<file path="src/rtl/mult_div_unit_if.sv">
// Request/result bundle between the core and the iterative multiply/divide unit.
interface mult_div_unit_if #(parameter int WIDTH = 32);
    logic             start;
    logic [3:0]       ALU_Control;
    logic [WIDTH-1:0] A;
    logic [WIDTH-1:0] B;
    logic             busy;
    logic             done;
    logic             div_by_zero;
    logic [WIDTH-1:0] HI;
    logic [WIDTH-1:0] LO;

    modport master (
        output start, ALU_Control, A, B,
        input  busy, done, div_by_zero, HI, LO
    );

    modport slave (
        input  start, ALU_Control, A, B,
        output busy, done, div_by_zero, HI, LO
    );
endinterface

</file>
<file path="src/rtl/mult_div_unit.sv">
// Iterative signed MULT (shift-add) / DIV (restoring) unit with HI/LO result registers.
// Optional MDU_EARLY_OUT_EN: MULT leaves CALC once the remaining multiplier bits are all zero.
module mult_div_unit #(
    parameter int WIDTH = 32
) (
    input  logic            clk,
    input  logic            reset,
    mult_div_unit_if.slave  bus
);
    localparam logic [3:0] OP_MULT = 4'b0101;
    localparam logic [3:0] OP_DIV  = 4'b1011;
    localparam int         CW      = $clog2(WIDTH) + 1;
    localparam logic [CW-1:0] LAST_STEP = CW'(WIDTH - 1);

    typedef enum logic [1:0] {
        S_IDLE = 2'd0,
        S_CALC = 2'd1,
        S_FIX  = 2'd2,
        S_DONE = 2'd3
    } state_e;

    // Magnitude in WIDTH+1 bits so that -2^(WIDTH-1) is represented exactly.
    function automatic logic [WIDTH:0] magnitude(input logic [WIDTH-1:0] v);
        logic [WIDTH:0] ext;
        ext = {v[WIDTH-1], v};
        return v[WIDTH-1] ? ((~ext) + {{WIDTH{1'b0}}, 1'b1}) : ext;
    endfunction

    state_e               state_q, state_d;
    logic [CW-1:0]        cnt_q, cnt_d;
    logic                 is_div_q, is_div_d;
    logic                 neg_q, neg_d;
    logic                 rem_neg_q, rem_neg_d;
    logic                 dz_q, dz_d;
    // a: MULT shifted multiplicand / DIV divisor; b: MULT multiplier / DIV dividend->quotient.
    logic [2*WIDTH-1:0]   a_q, a_d;
    logic [WIDTH:0]       b_q, b_d;
    logic [2*WIDTH-1:0]   acc_q, acc_d;
    logic [WIDTH-1:0]     hi_q, hi_d, lo_q, lo_d;
    logic                 busy_q, busy_d, done_q, done_d, dzo_q, dzo_d;

    logic [WIDTH:0]       a_mag_s, b_mag_s, rem_sh_s;
    logic [WIDTH+1:0]     diff_s;
    logic                 qbit_s;
    logic [2*WIDTH-1:0]   prod_s;
    logic [WIDTH-1:0]     quo_s, rem_s;

    // Next-state, datapath step and registered-output decode.
    always_comb begin
        state_d   = state_q;
        cnt_d     = cnt_q;
        is_div_d  = is_div_q;
        neg_d     = neg_q;
        rem_neg_d = rem_neg_q;
        dz_d      = dz_q;
        a_d       = a_q;
        b_d       = b_q;
        acc_d     = acc_q;
        hi_d      = hi_q;
        lo_d      = lo_q;
        a_mag_s   = magnitude(bus.A);
        b_mag_s   = magnitude(bus.B);
        rem_sh_s  = {acc_q[WIDTH-1:0], b_q[WIDTH-1]};
        diff_s    = {1'b0, rem_sh_s} - {1'b0, a_q[WIDTH:0]};
        qbit_s    = ~diff_s[WIDTH+1];
        prod_s    = neg_q ? (~acc_q + {{(2*WIDTH-1){1'b0}}, 1'b1}) : acc_q;
        quo_s     = neg_q ? (~b_q[WIDTH-1:0] + {{(WIDTH-1){1'b0}}, 1'b1}) : b_q[WIDTH-1:0];
        rem_s     = rem_neg_q ? (~acc_q[WIDTH-1:0] + {{(WIDTH-1){1'b0}}, 1'b1}) : acc_q[WIDTH-1:0];

        case (state_q)
            S_IDLE: begin
                if (bus.start && (bus.ALU_Control == OP_DIV)) begin
                    is_div_d  = 1'b1;
                    cnt_d     = {CW{1'b0}};
                    acc_d     = {(2*WIDTH){1'b0}};
                    a_d       = {{(WIDTH-1){1'b0}}, b_mag_s};
                    b_d       = a_mag_s;
                    neg_d     = bus.A[WIDTH-1] ^ bus.B[WIDTH-1];
                    rem_neg_d = bus.A[WIDTH-1];
                    dz_d      = (bus.B == {WIDTH{1'b0}});
                    // Divide-by-zero skips the iteration and only spends one cycle before DONE.
                    state_d   = dz_d ? S_FIX : S_CALC;
                end else if (bus.start && (bus.ALU_Control == OP_MULT)) begin
                    is_div_d  = 1'b0;
                    cnt_d     = {CW{1'b0}};
                    acc_d     = {(2*WIDTH){1'b0}};
                    a_d       = {{(WIDTH-1){1'b0}}, a_mag_s};
                    b_d       = b_mag_s;
                    neg_d     = bus.A[WIDTH-1] ^ bus.B[WIDTH-1];
                    rem_neg_d = 1'b0;
                    dz_d      = 1'b0;
                    state_d   = S_CALC;
                end else begin
                    state_d   = S_IDLE;
                end
            end
            S_CALC: begin
                cnt_d = cnt_q + {{(CW-1){1'b0}}, 1'b1};
                if (is_div_q) begin
                    acc_d = qbit_s ? {{(WIDTH-1){1'b0}}, diff_s[WIDTH:0]}
                                   : {{(WIDTH-1){1'b0}}, rem_sh_s};
                    b_d   = {b_q[WIDTH-1:0], qbit_s};
                end else begin
                    acc_d = acc_q + (b_q[0] ? a_q : {(2*WIDTH){1'b0}});
                    a_d   = {a_q[2*WIDTH-2:0], 1'b0};
                    b_d   = {1'b0, b_q[WIDTH:1]};
                end
                if (cnt_q == LAST_STEP) begin
                    state_d = S_FIX;
`ifdef MDU_EARLY_OUT_EN
                end else if (!is_div_q && (b_q[WIDTH:1] == {WIDTH{1'b0}})) begin
                    state_d = S_FIX;
`endif
                end else begin
                    state_d = S_CALC;
                end
            end
            S_FIX: begin
                state_d = S_DONE;
                if (dz_q) begin
                    hi_d = hi_q;
                    lo_d = lo_q;
                end else if (is_div_q) begin
                    hi_d = rem_s;
                    lo_d = quo_s;
                end else begin
                    hi_d = prod_s[2*WIDTH-1:WIDTH];
                    lo_d = prod_s[WIDTH-1:0];
                end
            end
            S_DONE: begin
                state_d = S_IDLE;
            end
            default: begin
                state_d = S_IDLE;
            end
        endcase

        busy_d = (state_d == S_CALC) || (state_d == S_FIX);
        done_d = (state_d == S_DONE);
        dzo_d  = (state_d == S_DONE) && dz_d;
    end

    // State and datapath registers with synchronous reset.
    always_ff @(posedge clk) begin
        if (reset) begin
            state_q   <= S_IDLE;
            cnt_q     <= {CW{1'b0}};
            is_div_q  <= 1'b0;
            neg_q     <= 1'b0;
            rem_neg_q <= 1'b0;
            dz_q      <= 1'b0;
            a_q       <= {(2*WIDTH){1'b0}};
            b_q       <= {(WIDTH+1){1'b0}};
            acc_q     <= {(2*WIDTH){1'b0}};
            hi_q      <= {WIDTH{1'b0}};
            lo_q      <= {WIDTH{1'b0}};
            busy_q    <= 1'b0;
            done_q    <= 1'b0;
            dzo_q     <= 1'b0;
        end else begin
            state_q   <= state_d;
            cnt_q     <= cnt_d;
            is_div_q  <= is_div_d;
            neg_q     <= neg_d;
            rem_neg_q <= rem_neg_d;
            dz_q      <= dz_d;
            a_q       <= a_d;
            b_q       <= b_d;
            acc_q     <= acc_d;
            hi_q      <= hi_d;
            lo_q      <= lo_d;
            busy_q    <= busy_d;
            done_q    <= done_d;
            dzo_q     <= dzo_d;
        end
    end

    assign bus.busy        = busy_q;
    assign bus.done        = done_q;
    assign bus.div_by_zero = dzo_q;
    assign bus.HI          = hi_q;
    assign bus.LO          = lo_q;
endmodule

</file>
<file path="src/flat_wrapper.sv">
// flat-port wrapper written by rule: the top's interface ports become plain ports
module mult_div_unit_flat 
#(
    parameter int WIDTH = 32
)
  (clk, reset, bus_start, bus_ALU_Control, bus_A, bus_B, bus_busy, bus_done, bus_div_by_zero, bus_HI, bus_LO);
  mult_div_unit_if #(.WIDTH(WIDTH)) bus_i ();
  input  logic clk;
  input  logic reset;
  input wire logic [$bits(bus_i.start)-1:0] bus_start;
  input wire logic [$bits(bus_i.ALU_Control)-1:0] bus_ALU_Control;
  input wire logic [$bits(bus_i.A)-1:0] bus_A;
  input wire logic [$bits(bus_i.B)-1:0] bus_B;
  output wire logic [$bits(bus_i.busy)-1:0] bus_busy;
  output wire logic [$bits(bus_i.done)-1:0] bus_done;
  output wire logic [$bits(bus_i.div_by_zero)-1:0] bus_div_by_zero;
  output wire logic [$bits(bus_i.HI)-1:0] bus_HI;
  output wire logic [$bits(bus_i.LO)-1:0] bus_LO;
  assign bus_i.start = bus_start;
  assign bus_i.ALU_Control = bus_ALU_Control;
  assign bus_i.A = bus_A;
  assign bus_i.B = bus_B;
  assign bus_busy = bus_i.busy;
  assign bus_done = bus_i.done;
  assign bus_div_by_zero = bus_i.div_by_zero;
  assign bus_HI = bus_i.HI;
  assign bus_LO = bus_i.LO;
  mult_div_unit #(.WIDTH(WIDTH)) u_core (.clk(clk), .reset(reset), .bus(bus_i));
endmodule
</file>
<file path="config.mk">
export PLATFORM = sky130hd
export DESIGN_NAME = mult_div_unit_flat
export DESIGN_NICKNAME = d
export VERILOG_FILES = /design/src/rtl/mult_div_unit_if.sv /design/src/rtl/mult_div_unit.sv /design/src/flat_wrapper.sv
export SDC_FILE = /design/constraint.sdc
export NUM_CORES = 1
export LEC_CHECK = 0
export BUFFER_PORTS_ARGS = -buffer_cell sky130_fd_sc_hd__buf_2
export CAP_MARGIN = 20
export CORE_UTILIZATION = 40
export DETAILED_ROUTE_END_ITERATION = 8
export SLEW_MARGIN = 40
export SYNTH_ARGS = -nofsm -noshare
export SYNTH_HDL_FRONTEND = slang
export SYNTH_SLANG_ARGS = --single-unit
</file>
<file path="constraint.sdc">
create_clock -name clk -period 6.9 [get_ports clk]
set_input_delay 0.345 -clock clk [delete_from_list [all_inputs] [get_ports clk]]
set_output_delay 0.345 -clock clk [all_outputs]
set_load 0.02 [all_outputs]
</file>
# Word level (Yosys, flattened, before mapping)
# Cells that the tools add are included.
# Widths: inputs -> output; s select.
[word_totals] register_bits=240 inputBits=71 output_inout_bits=67 elab_cells=90
[classes] n_addsub=8 eq_ne=11 mux=37 bitwise_logic=8 reduce_logical=12
[ops] operator="$mux 64" count=8
[ops] operator="$pmux 64 s2" count=2
[ops] operator="$mux 33" count=6
[ops] operator="$mux 32" count=4
[ops] operator="$add 33x1->33 const B" count=2
[ops] operator="$not 33->33" count=2
[ops] operator="$pmux 33 s2" count=1
[ops] operator="$add 32x1->32 const B" count=2
[ops] operator="$add 64x1->64 const B" count=1
[ops] operator="$add 64x64->64" count=1
[ops] operator="$not 32->32" count=2
[ops] operator="$not 64->64" count=1
[ops] operator="$sub 33x33->34" count=1
[ops] operator="$logic_not 32->1" count=1
[ops] operator="$mux 6" count=2
[ops] operator="$pmux 6 s2" count=1
[ops] operator="$mux 1" count=9
[ops] operator="$eq 2x2->1 const B" count=4
[ops] operator="$pmux 2 s4" count=1
[ops] operator="$add 6x1->6 const B" count=1
[ops] operator="$eq 6x5->1 const B" count=1
[ops] operator="$mux 2" count=3
[ops] operator="$reduce_and 2->1" count=3
[ops] operator="$eq 2x1->1 const B" count=2
[ops] operator="11 further kinds" count=15

# Depth between registers and ports, before layout
# Gate-level depths: netlist of the first run.
[depth] depth_word=7 depth_mapped=18 depth_no_buf=16

# Least setup slack after synthesis of the first run
# Ideal clock, no wire load.
[synth_timing] path_kind="flip-flop to flip-flop" startpoint="reg u_core.b_q[0]" endpoint="reg u_core.acc_q[63]" setup_time_ns=0.124 arrival_ns=3.827 required_ns=6.776 slack_ns=2.949 stages_incl_launch_ff=19 n_path_buf=3 period_less_slack_ns=3.951 path_cell_list="dfxtp_1 -> clkbuf_1 -> inv_1 -> clkbuf_1 -> nor2_1 -> ha_1 -> clkbuf_1 -> a21o_1 -> a21oi_1 -> nor2_1 -> or3_1 -> a2111oi_0 -> o21bai_1 -> a31oi_1 -> o21ai_0 -> a31oi_1 -> xnor2_1 -> a21oi_1 -> o22ai_1"
[synth_between] elab_chain_len=4
[synth_rtl] item="from (decl)" line_no="mult_div_unit.sv:37" rtl="logic [WIDTH:0] b_q, b_d;"
[synth_rtl] item="from (signal assigned)" line_no="mult_div_unit.sv:154" rtl="b_q <= {(WIDTH+1){1'b0}};"
[synth_rtl] item="$mux 64" line_no="mult_div_unit.sv:104" rtl="acc_d = acc_q + (b_q[0] ? a_q : {(2*WIDTH){1'b0}});"
[synth_rtl] item="$add 64x64->64" line_no="mult_div_unit.sv:104"
[synth_rtl] item="$mux 64" line_no="mult_div_unit.sv:99" rtl="if (is_div_q) begin"
[synth_rtl] item="$pmux 64 s2" line_no="mult_div_unit.sv:70" rtl="case (state_q)"
[synth_rtl] item="to (signal assigned)" line_no="mult_div_unit.sv:155" rtl="acc_q <= {(2*WIDTH){1'b0}};"
[synth_rtl] item="to (decl)" line_no="mult_div_unit.sv:38" rtl="logic [2*WIDTH-1:0] acc_q, acc_d;"
# No other way between the ends.
# A chain may end at the register's enable or synchronous reset.

# Worst setup path in the final report of the first run
[layout_timing] startpoint="reg u_core.b_q[0]" endpoint="reg u_core.acc_q[54]"
# The elaborated chain is that of the path after synthesis.

==> metrics.md, run 1 <==
| Metric | Value |
|---|---|
| CTS sink count | `240` |
| Slew Limit Headroom | `0.4295` |
| Die Y-Extent | `225.7 microns` |
| M1 WL | `32.20 mm` |
| Worst setup path class | `reg -> reg` |
| Fmax | `213.8 MHz` |
| Post-CTS sizing | `0` |
| Setup TNS | `0 ps` |
| Synthesized cell area | `0.02002 sq mm` |
| Synth warn | `0` |
| Power, Total | `0.003845 W` |
| First-pass GRT wire length | `109.1 mm` |
| Most frequent cell after synthesis | `nand2_1` |
| Core footprint | `0.04915 sq mm` |
| Synth area leaders | `dfxtp_1 24%, nand2_1 7.2%, a21oi_1 7.0%` |
| Vias | `20580` |
| Inserted Diodes | `0` |
| Number of vias per cell | `5.934` |
| Hold/Removal Path Class | `in -> reg` |
| Yosys top cell by area | `dfxtp_1` |
| Sequential power share | `0.379` |
| Setup violations, final | `0` |
| # rows | `81` |
| Clk_skew | `32.23 ps` |
| Minimum clock period | `4677 ps` |
| Crit path launch | `u_core.b_q[0]$_SDFFE_PP0P_` |
| Min-delay src | `bus_A[18]` |
| Hpwl dp | `52.71 mm` |
| Count of pins over their slew limit | `0` |
| Count of final hold-check violations | `0` |
| Synth Instances | `2801` |
| Sequential cell area fraction in the yosys report | `0.2400` |
| Mapped Nets | `2976` |
| Final net count | `2959` |
| # placed instances | `3412` |
| Delay-heaviest family, CP | `compound AO/OA/AOI/OAI gates` |
| Crit-path cells | `buf_4, and2_1, ha_1, inv_1, fa_1, nor2b_1, o2111ai_1, a2111o_1, nand3_1, a21oi_1, nor3_1, a41oi_1, a22oi_1, nand4_1, nand3_1, nand2_1, a221o_1` |
| Clk root buf | `clkbuf_16` |
| Iter 0 DRT Violations | `1620` |
| Port buffer count | `137` |
| Share of layout cells above drive strength 1 | `0.08948` |
| Crit start category | `flop` |
| H-tree depth | `2` |
| Die area | `0.05095 sq mm` |
| Post-CTS Setup Inserts | `0` |
| Final ANT Viol Nets | `0` |
| Layout Cells excl Fill | `3469` |
| Async S/R FF share, synth | `0` |
| Vias in the first global route | `19080` |
| Crit path buf inv count | `2` |
| Max Cap Viol | `0` |
| Cell mode on critical path | `nand3_1` |
| Synthesized flop and latch total | `240` |
| Clk pwr share | `0.454` |
| Initial antenna violation count | `0` |
| Latest clock arrival within the worst-skew pair | `550 ps` |
| Worst path max stage delay | `420 ps` |
| Pwr dens | `174.1 mW/mm^2` |
| Top cell type's share of synthesized area | `0.2400` |
| CTS max path bufs | `3` |
| VDD IR max | `112.4 uV` |
| P_int | `0.002701 W` |
| Top_reg_cell synth | `dfxtp_1` |
| Reg clk slew, reported paths | `60 ps` |
| WL/cell | `20.44 microns` |
| Starting Density | `0.4073` |
| GR Overflow Total | `0` |
| Unique cell type count in the Yosys netlist | `75` |
| Lkg Pwr | `8.668 nW` |
| Tightest Pin Transition | `855.7 ps` |
| WP data arrival | `5110 ps` |
| Top sig layer | `met4` |
| Initial DRT Pass Iterations | `5` |
| RSZ-0062 raised after global routing | `false` |
| Final period util | `0.6778` |
| # hold bufs at CTS | `0` |
| Die width | `225.7 microns` |
| WL final | `70.90 mm` |
| CTS tree | `yes` |
| Reg2reg start | `u_core.b_q[0]$_SDFFE_PP0P_` |
| Final core utilization | `0.4492` |
| Status | `finished, final reports clean` |
| WP data required | `7330 ps` |
| Met3 wire len | `4.474 mm` |
| Syn_area_per_cell | `7.148 sq um` |
| WL met2 | `32.04 mm` |
| EDFF count, synth | `0` |
| Total GRT Usage | `0.2728` |
| Psw | `0.001144 W` |
| Crit. End Element | `flop` |
| P&R area growth vs syn | `10.27%` |
| Io pins | `138` |
| Switching Fraction | `0.2974` |
| Largest net degree at the start of global routing | `93` |
| Drt drc | `0` |
| Critical path's slowest cell | `a22oi_1` |
| Max FO, Critical Path | `38` |
| Total CTS buffers | `34` |
| Placer congestion estimate | `0.9385` |
| Post-synth top cells | `386 x nand2_1, 280 x a21oi_1, 240 x dfxtp_1, 231 x nor2_1, 191 x clkbuf_1` |
| Combinational power share | `0.167` |
final cells by class:
| class | count | area (sq um) |
|---|---|---|
| fill | 5026 | 27070 |
| sequential | 240 | 4812 |
| tap | 664 | 830.8 |
| clock buffer | 46 | 965.9 |
| inverter | 77 | 289.0 |
| clock inverter | 11 | 128.9 |
| multi-input combinational | 2272 | 14190 |
| timing repair buffer | 159 | 864.6 |
registers in the layout, indices dropped and copies added (netlist names):
| signal | flops |
|---|---|
| u_core.bus.busy | 1 |
| u_core.dz_q | 1 |
| u_core.cnt_q | 6 |
| u_core.state_q | 2 |
| u_core.is_div_q | 1 |
| u_core.a_q | 64 |
| u_core.bus.div_by_zero | 1 |
| u_core.b_q | 33 |
| u_core.bus.LO | 32 |
| u_core.bus.HI | 32 |
| u_core.bus.done | 1 |
| u_core.acc_q | 64 |
| u_core.neg_q | 1 |
| u_core.rem_neg_q | 1 |
metal layers:
layer / global-route usage / up-vias
met1: 0.3695 / 9734
li1: - / 10050
met5: 0 / -
met4: 0.09063 / 0
met3: 0.03565 / 96
met2: 0.4440 / 703
cells in the final DEF, fill, tap and decap left out, types with 42 or more instances in the layout:
master	instances
nand2_1	384
a21oi_1	279
nand3_1	82
a21o_1	54
nor2_1	227
inv_1	76
xor2_1	105
buf_2	136
o21ai_0	186
ha_1	102
and2_1	42
xnor2_1	110
mux2i_1	56
or3_1	56
o211ai_1	58
a211oi_1	59
dfxtp_1	238
power groups by stage:
| stage | registers [W] | logic, W | clock network (W) |
|---|---|---|---|
| after floorplan | 0.00146 | 0.000464 | 0 |
| after global placement | 0.00148 | 0.000628 | 0 |
| after detailed placement | 0.00149 | 0.000631 | 0 |
| after CTS | 0.00146 | 0.000633 | 0.00178 |
| after global routing | 0.00146 | 0.000703 | 0.00183 |
| final | 0.00146 | 0.000642 | 0.00175 |
path summary, 6_finish.rpt:
kind,to,slack (ps),cells past startpoint
max reg2reg,u_core.acc_q[54]$_SDFFE_PP0P_,2220,17
max,u_core.acc_q[54]$_SDFFE_PP0P_,2220,17
min,u_core.b_q[18]$_SDFFE_PP0P_,270,5
min reg2reg,u_core.bus.HI[8]$_SDFFE_PP0P_,450,2
cells by family (layout without fill, tap and decap cells):
logic type / Yosys count / in the layout / synth area share
compound gates: 900 / 900 / 0.2855
xor+xnor: 215 / 215 / 0.09405
fa+ha+maj: 104 / 104 / 0.06574
buf+inv: 289 / 293 / 0.05493
flops: 240 / 240 / 0.2400
mux: 58 / 58 / 0.02968
simple gates: 995 / 995 / 0.2302
tightest hold or removal path, stage by stage:
cell	delay (ps)
buf_2	90
xor2_1	80
nand2_1	60
a311oi_1	80
nor3_1	110
stage by stage:
step	setup WS [ps]	hold WS, ps	area (sq um)
after floorplan	2949	440.5	20020
after global placement	2023	438.3	20950
after detailed placement	2241	443.5	20970
after CTS	2215	236.0	22060
after global routing	1790	254.1	22080
final	2223	265.4	22080
Power figures use the tool's default switching activity.
==> run 2: changes to the inputs <==
==> constraint.sdc (replaced) <==
create_clock -name clk -period 4.9 [get_ports clk]
set_input_delay 0.245 -clock clk [delete_from_list [all_inputs] [get_ports clk]]
set_output_delay 0.245 -clock clk [all_outputs]
set_load 0.02 [all_outputs]
==> run 2 against run 1 <==
Net effect:
- sequential power increased by 40%
- core utilization increased by 0.54 points
- worst hold slack got worse by 160 ps
- register-to-register slack got worse by 1700 ps
- non-clock buffer count increased by 15
- power rose by 50%
- via count grew 1.0%
- critical path type unchanged
- final cell count grew 0.46%
- largest power group unchanged
- clock skew fell by 17 ps
==> metrics.md, run 2 (synthesized netlist as in run 1, its figures left out) <==
| Metric | Value |
|---|---|
| Clk root buf | `clkbuf_16` |
| Fmax | `230.0 MHz (+7.6%)` |
| Power, Total | `0.005768 W (+50%)` |
| Most frequent cells in the layout | `384 x nand2_1, 279 x a21oi_1, 238 x dfxtp_1` |
| Clk_skew | `15.19 ps (-17.04 ps)` |
| Final net count | `2971 (+0.41%)` |
| WL final | `71.03 mm (+0.18%)` |
| Reg clk slew, reported paths | `60 ps (about the same)` |
| Initial antenna violation count | `0 (unchanged)` |
| VDD IR max | `269.3 uV (+140%)` |
| Placed Area | `0.02108 sq mm (+0.55%)` |
| CTS sink count | `240 (unchanged)` |
| Layout Cells excl Fill | `3485 (+0.46%)` |
| Final Instance Area | `0.02234 sq mm (+1.2%)` |
| Critical path's slowest cell | `dfxtp_1` |
| Final core utilization | `0.4546 (+0.005371)` |
| Reg2reg start | `u_core.b_q[0]$_SDFFE_PP0P_` |
| Setup TNS | `0 ps (unchanged)` |
| # rows | `81 (unchanged)` |
| Min-delay src | `reset` |
| Worst path max stage delay | `460 ps (+40 ps)` |
| CTS max path bufs | `3 (unchanged)` |
| Status | `finished, final reports clean` |
| Cell mode on critical path | `nand3_1` |
| Latest clock arrival within the worst-skew pair | `610 ps (+60 ps)` |
| Crit start category | `flop` |
| P&R area growth vs syn | `11.59%` |
| GR Overflow Total | `0 (unchanged)` |
| Max Cap Viol | `0 (unchanged)` |
| WP data arrival | `4840 ps (-270 ps)` |
| Setup violations, final | `0 (unchanged)` |
| Vias in the first global route | `19140 (+0.33%)` |
| Worst hold path depth | `2 (-3)` |
| RSZ-0062 raised after global routing | `false` |
| CTS tree | `yes` |
| Fillers | `4995 (-0.62%)` |
| Hpwl dp | `53.52 mm (+1.5%)` |
| Post-CTS sizing | `0 (unchanged)` |
| Drt drc | `0 (unchanged)` |
| Crit path launch | `u_core.b_q[0]$_SDFFE_PP0P_` |
| Largest net degree at the start of global routing | `119 (+28%)` |
| Vias | `20800 (+1.0%)` |
| Total GRT Usage | `0.2733 (+0.0004920)` |
| Io pins | `138 (unchanged)` |
| Core footprint | `0.04915 sq mm (unchanged)` |
| Final ANT Viol Nets | `0 (unchanged)` |
| Tightest Pin Transition | `866.2 ps (+10.45 ps)` |
| Die Y-Extent | `225.7 microns (unchanged)` |
| Slew Limit Headroom | `0.4165 (-0.01307)` |
| Count of pins over their slew limit | `0 (unchanged)` |
| Hold/Removal Path Class | `in -> reg` |
| Lkg Pwr | `8.810 nW (+1.6%)` |
| Count of final hold-check violations | `0 (unchanged)` |
| Most common cell after layout, fill and taps aside | `nand2_1` |
| Register Area | `0.004812 sq mm (unchanged)` |
| Crit. End Element | `flop` |
| Share of layout cells above drive strength 1 | `0.09394 (+0.004455)` |
| Area taken by multi-input logic gates | `0.01418 sq mm (about the same)` |
| WP data required | `5390 ps (-1940 ps)` |
| Pwr dens | `258.2 mW/mm^2 (+48%)` |
| # hold bufs at CTS | `0 (unchanged)` |
| Port buffer count | `137 (unchanged)` |
| # placed instances | `3426 (+0.41%)` |
| Iter 0 DRT Violations | `1874 (+16%)` |
| WL/cell | `20.38 microns (-0.28%)` |
| Initial DRT Pass Iterations | `6 (+1)` |
| H-tree depth | `1 (-1)` |
| Final period util | `0.8875 (+0.2096)` |
| Placer congestion estimate | `0.9540 (+1.7%)` |
| Worst setup path class | `reg -> reg` |
| Number of vias per cell | `5.968 (+0.58%)` |
| Die area | `0.05095 sq mm (unchanged)` |
| Inserted Diodes | `0 (unchanged)` |
| First-pass GRT wire length | `109.8 mm (+0.62%)` |
| Total CTS buffers | `31 (-8.8%)` |
| Crit-path cells | `and2_1, ha_1, inv_1, fa_1, nor2b_1, o2111ai_1, a2111o_1, nand3_1, a21oi_1, nor3_1, a41oi_1, a22oi_1, nand4_1, nand3_1, nand2_1, a221o_1` |
| Starting Density | `0.4073 (unchanged)` |
| Worst Reg-to-Reg Cells | `16 (-1)` |
| Max FO, Critical Path | `8 (-79%)` |
| Minimum clock period | `4349 ps (-328.3 ps)` |
| Post-CTS Setup Inserts | `0 (unchanged)` |
| Die width | `225.7 microns (unchanged)` |
| Regs by FF count | `u_core.a_q x64, u_core.acc_q x64, u_core.b_q x33` |
## run 2: where the power goes
part           internal (W)  switching [W]
Clock               0.00181       0.000986
Sequential          0.00199      0.0000595
Combinational      0.000334       0.000588
## run 2: worst max-delay path: cells and delay by family, from the launching register on
family,cells,cell delay (ps)
and+or+nand+nor,7,1380
adders and majority gates,2,590
AOI/OAI and AO/OA,6,1760
buffers and inverters,1,60
DFF,1,460
## run 2: metrics by stage
stage / hold slack [ps] / setup slack (ps)
floorplan: 440.5 / 949.2
global placement: 439.3 / 703.0
detailed placement: 442.7 / 608.5
CTS: 115.6 / 595.0
global route: 142.9 / 212.2
finish: 105.1 / 551.4
## run 2: worst paths after layout
check / slack [ps] / end
setup / recovery: 550 / u_core.acc_q[54]$_SDFFE_PP0P_
hold / removal: 110 / u_core.a_q[32]$_SDFFE_PP0P_
setup reg to reg: 550 / u_core.acc_q[54]$_SDFFE_PP0P_
hold reg to reg: 450 / u_core.bus.LO[9]$_SDFFE_PP0P_
## run 2: routing by layer
| metal | part of all wire | up-vias | GRT usage | wire, microns |
|---|---|---|---|---|
| met3 | 0.067 | 115 | 0.03721 | 4736 |
| met1 | 0.46 | 9818 | 0.3765 | 32360 |
| met5 | 0 | - | 0 | 0 |
| met4 | 0.038 | 0 | 0.1099 | 2698 |
| met2 | 0.44 | 765 | 0.4270 | 31230 |
| li1 | - | 10100 | - | - |
## run 2: layout make-up
type / instances / share of cell area
Sequential cell: 240 / 0.2154
Timing Repair Buffer: 174 / 0.04463
Multi-Input combinational cell: 2272 / 0.6345
Inverter: 77 / 0.01294
Tap cell: 664 / 0.03718
Clock buffer: 40 / 0.03847
Clock inverter: 18 / 0.01691
==> run 3: changes to the inputs <==
--- a/config.mk
+++ b/config.mk
@@ -5,6 +5,7 @@
 export SDC_FILE = /design/constraint.sdc
 export NUM_CORES = 1
 export LEC_CHECK = 0
+export ABC_AREA = 1
 export BUFFER_PORTS_ARGS = -buffer_cell sky130_fd_sc_hd__buf_2
 export CAP_MARGIN = 20
 export CORE_UTILIZATION = 40
==> run 3 against run 2 <==
Net effect:
- worst setup slack gained 790 ps
- synthesized cell count rose by 70%
- power is 41% higher
- clock power shrank 6%
- register-to-register slack better by 790 ps
- final cell count increased by 62%
- worst hold slack better by 7.0 ps
- critical path depth shrank 1
==> metrics.md, run 3 <==
| Metric | Value |
|---|---|
| Synth warn | `0 (unchanged)` |
| Lkg Pwr | `15.06 nW (+71%)` |
| Top_reg_cell synth | `dfxtp_1` |
| EDFF count, synth | `0 (unchanged)` |
| Pwr dens | `288.3 mW/mm^2 (+12%)` |
| Latest clock arrival within the worst-skew pair | `580 ps (-30 ps)` |
| WL final | `116.2 mm (+64%)` |
| Port buffer count | `137 (unchanged)` |
| Total CTS buffers | `34 (+9.7%)` |
| Setup violations, final | `0 (unchanged)` |
| Crit path launch | `u_core.acc_q[0]$_SDFFE_PP0P_` |
| Most frequent cells in the layout | `1562 x nand2_1, 749 x inv_1, 434 x a21oi_1` |
| Worst setup path class | `reg -> reg` |
| Die width | `255.5 microns (+13%)` |
| Slew Limit Headroom | `0.4416 (+0.02519)` |
| Status | `finished, final reports clean` |
| Cell mode on critical path | `nand3_1` |
| WP data required | `5310 ps (-80 ps)` |
| Final period util | `0.7257 (-0.1618)` |
| Placer congestion estimate | `1.125 (+18%)` |
| Final ANT Viol Nets | `0 (unchanged)` |
| P&R area growth vs syn | `9.630%` |
| # rows | `92 (+14%)` |
| Vias | `31130 (+50%)` |
| Drt drc | `0 (unchanged)` |
| Sequential cell area fraction in the yosys report | `0.1869 (-0.05303)` |
| Post-CTS sizing | `0 (unchanged)` |
| Worst hold path depth | `3 (+1)` |
| CTS max path bufs | `3 (unchanged)` |
| CTS tree | `yes` |
| Final Instance Area | `0.02818 sq mm (+26%)` |
| Crit. End Element | `flop` |
| Max Cap Viol | `0 (unchanged)` |
| Worst path max stage delay | `670 ps (+210 ps)` |
| Reg clk slew, reported paths | `60 ps (about the same)` |
| Io pins | `138 (unchanged)` |
| Vias in the first global route | `28030 (+46%)` |
| Post-CTS Setup Inserts | `0 (unchanged)` |
| Post-synth top cells | `1563 x nand2_1, 753 x inv_1, 434 x a21oi_1, 409 x nand3_1, 394 x nor2_1` |
| Placed Area | `0.02702 sq mm (+28%)` |
| Setup TNS | `0 ps (unchanged)` |
| Clk root buf | `clkbuf_16` |
| Final core utilization | `0.4450 (-0.009510)` |
| Critical path's slowest cell | `dfxtp_1` |
| Synthesized flop and latch total | `240 (unchanged)` |
| Reg-to-reg endpoint | `u_core.acc_q[60]$_SDFFE_PP0P_` |
| Hold/Removal Path Class | `in -> reg` |
| Count of pins over their slew limit | `0 (unchanged)` |
| Iter 0 DRT Violations | `3961 (+110%)` |
| First-pass GRT wire length | `172.5 mm (+57%)` |
| Delay-heaviest family, CP | `simple AND/OR/NAND/NOR gates` |
| Max FO, Critical Path | `8 (unchanged)` |
| # hold bufs at CTS | `0 (unchanged)` |
| GR Overflow Total | `0 (unchanged)` |
| Worst hold endpoint | `u_core.a_q[0]$_SDFFE_PP0P_` |
| Largest net degree at the start of global routing | `105 (-12%)` |
| Starting Density | `0.4059 (-0.001382)` |
| Reg2reg start | `u_core.acc_q[0]$_SDFFE_PP0P_` |
| Synth area leaders | `nand2_1 23%, dfxtp_1 19%, inv_1 11%` |
| CTS sink count | `240 (unchanged)` |
| Syn_area_per_cell | `5.400 sq um (-24%)` |
| Share of layout cells above drive strength 1 | `0.06462 (-0.02932)` |
| Yosys top cell by area | `nand2_1` |
| Async S/R FF share, synth | `0 (unchanged)` |
| Synth Instances | `4759 (+70%)` |
| WL/cell | `20.54 microns (+0.78%)` |
| Crit path buf inv count | `2 (+1)` |
| Top cell type's share of synthesized area | `0.2283 (-0.01169)` |
| Tightest Pin Transition | `832.4 ps (-33.77 ps)` |
| Clk_skew | `33.15 ps (+17.97 ps)` |
| Unique cell type count in the Yosys netlist | `54 (-28%)` |
| Initial DRT Pass Iterations | `8 (+2)` |
| RSZ-0062 raised after global routing | `false` |
| H-tree depth | `2 (+1)` |
| Regs by FF count | `u_core.a_q x64, u_core.acc_q x64, u_core.b_q x33` |
| Crit start category | `flop` |
| Reg2reg setup slack | `1340 ps (+790 ps)` |
| Worst Reg-to-Reg Cells | `15 (-1)` |
| Die Y-Extent | `255.5 microns (+13%)` |
| Fmax | `281.2 MHz (+22%)` |
| WP data arrival | `3970 ps (-870 ps)` |
| Min-delay src | `bus_B[0]` |
| Crit-path cells | `ha_1, inv_1, fa_1, inv_1, nand3_1, nand3_1, nand3_1, nand3_1, nand2_1, nand2_1, nand3_1, nand2_1, nand2_1, nand3_1, a21oi_1` |
| Count of final hold-check violations | `0 (unchanged)` |
| Minimum clock period | `3556 ps (-792.7 ps)` |
| Number of vias per cell | `5.501 (-7.8%)` |
| Most frequent cell after synthesis | `nand2_1` |
| Hpwl dp | `92.46 mm (+73%)` |
| VDD IR max | `191.8 uV (-29%)` |
| Total GRT Usage | `0.3442 (+0.07089)` |
| Synthesized cell area | `0.02570 sq mm (+28%)` |
| Mapped Nets | `4934 (+66%)` |
| Fin Hold WS | `112.1 ps (+7.009 ps)` |
| Initial antenna violation count | `5 (+5)` |
| Most common cell after layout, fill and taps aside | `nand2_1` |
| Core footprint | `0.06331 sq mm (+29%)` |
| Final net count | `4964 (+67%)` |
| Die area | `0.06527 sq mm (+28%)` |
[run 3: cell count changes in the layout (fill, tap and decap cells not counted), sizes merged, moves of 56 or more]
cell   previous run  this run
a21oi           280       439
xnor2           110        10
or3              56         0
mux2i            56         0
nand2           386      1579
inv              78       765
nand3            83       417
nor2            231       411
o21ai           189       262
[run 3: layout make-up]
cell class / instances / area, sq um
Antenna cell: 1 / 2.502
Clock buffer: 45 / 942.2
Clock inverter: 15 / 203.9
Fill cell: 7136 / 35130
Inverter: 766 / 2879
Multi-Input combinational cell: 3575 / 17280
Sequential cell: 240 / 4813
Tap cell: 846 / 1059
Timing Repair Buffer: 172 / 996.0
[run 3: report_power, final]
part	total [W]	internal [W]	leakage, nW	switching [W]
combinational	0.00316	0.000847	12.5	0.00232
sequential	0.00232	0.00213	1.95	0.000198
clock	0.00264	0.00157	0.562	0.00106
total	0.00812	0.00454	15.1	0.00358
[run 3: metrics by stage]
step           total power, W  std cells  setup WS (ps)
6_report             0.008123       5660           1344
3_3_place_gp         0.005439       5598           1477
4_1_cts              0.008053       5658           1481
2_1_floorplan        0.004324       4759           2124
5_1_grt              0.008483       5659           1286
3_5_place_dp         0.005423       5598           1510
[run 3: kinds of logic (layout without fill, tap and decap cells)]
| group | after synthesis | after routing | share of synthesized area |
|---|---|---|---|
| adders and majority gates | 104 | 104 | 0.05121 |
| and+or+nand+nor | 2568 | 2568 | 0.4184 |
| buffers and inverters | 944 | 998 | 0.1415 |
| other | 0 | 1 | 0 |
| DFF | 240 | 240 | 0.1869 |
| xor gates and xnor gates | 92 | 92 | 0.03135 |
| AOI/OAI and AO/OA | 811 | 811 | 0.1706 |
[run 3: worst max-delay path by stage]
| stage | endpoint | slack (ps) | depth (start not counted) |
|---|---|---|---|
| after CTS | u_core.acc_q[30]$_SDFFE_PP0P_ | 1480 | 16 |
| after floorplan | u_core.acc_q[60]$_SDFFE_PP0P_ | 2120 | 19 |
| after global placement | u_core.acc_q[30]$_SDFFE_PP0P_ | 1480 | 16 |
| final | u_core.acc_q[60]$_SDFFE_PP0P_ | 1340 | 15 |
| after detailed placement | u_core.acc_q[30]$_SDFFE_PP0P_ | 1510 | 16 |
| after global routing | u_core.acc_q[30]$_SDFFE_PP0P_ | 1290 | 16 |
[run 3: worst min-delay path: cells and delay by family]
kind,cells,cell delay [ps]
AOI/OAI and AO/OA,2,270
buffers and inverters,1,110
[run 3: per-layer routing]
| layer | global-route usage | up-vias | part of all wire |
|---|---|---|---|
| met2 | 0.5093 | 1596 | 0.41 |
| met3 | 0.06438 | 240 | 0.11 |
| met1 | 0.4833 | 14120 | 0.43 |
| met4 | 0.1482 | 2 | 0.046 |
| met5 | 0 | - | 0.00011 |
| li1 | - | 15170 | - |
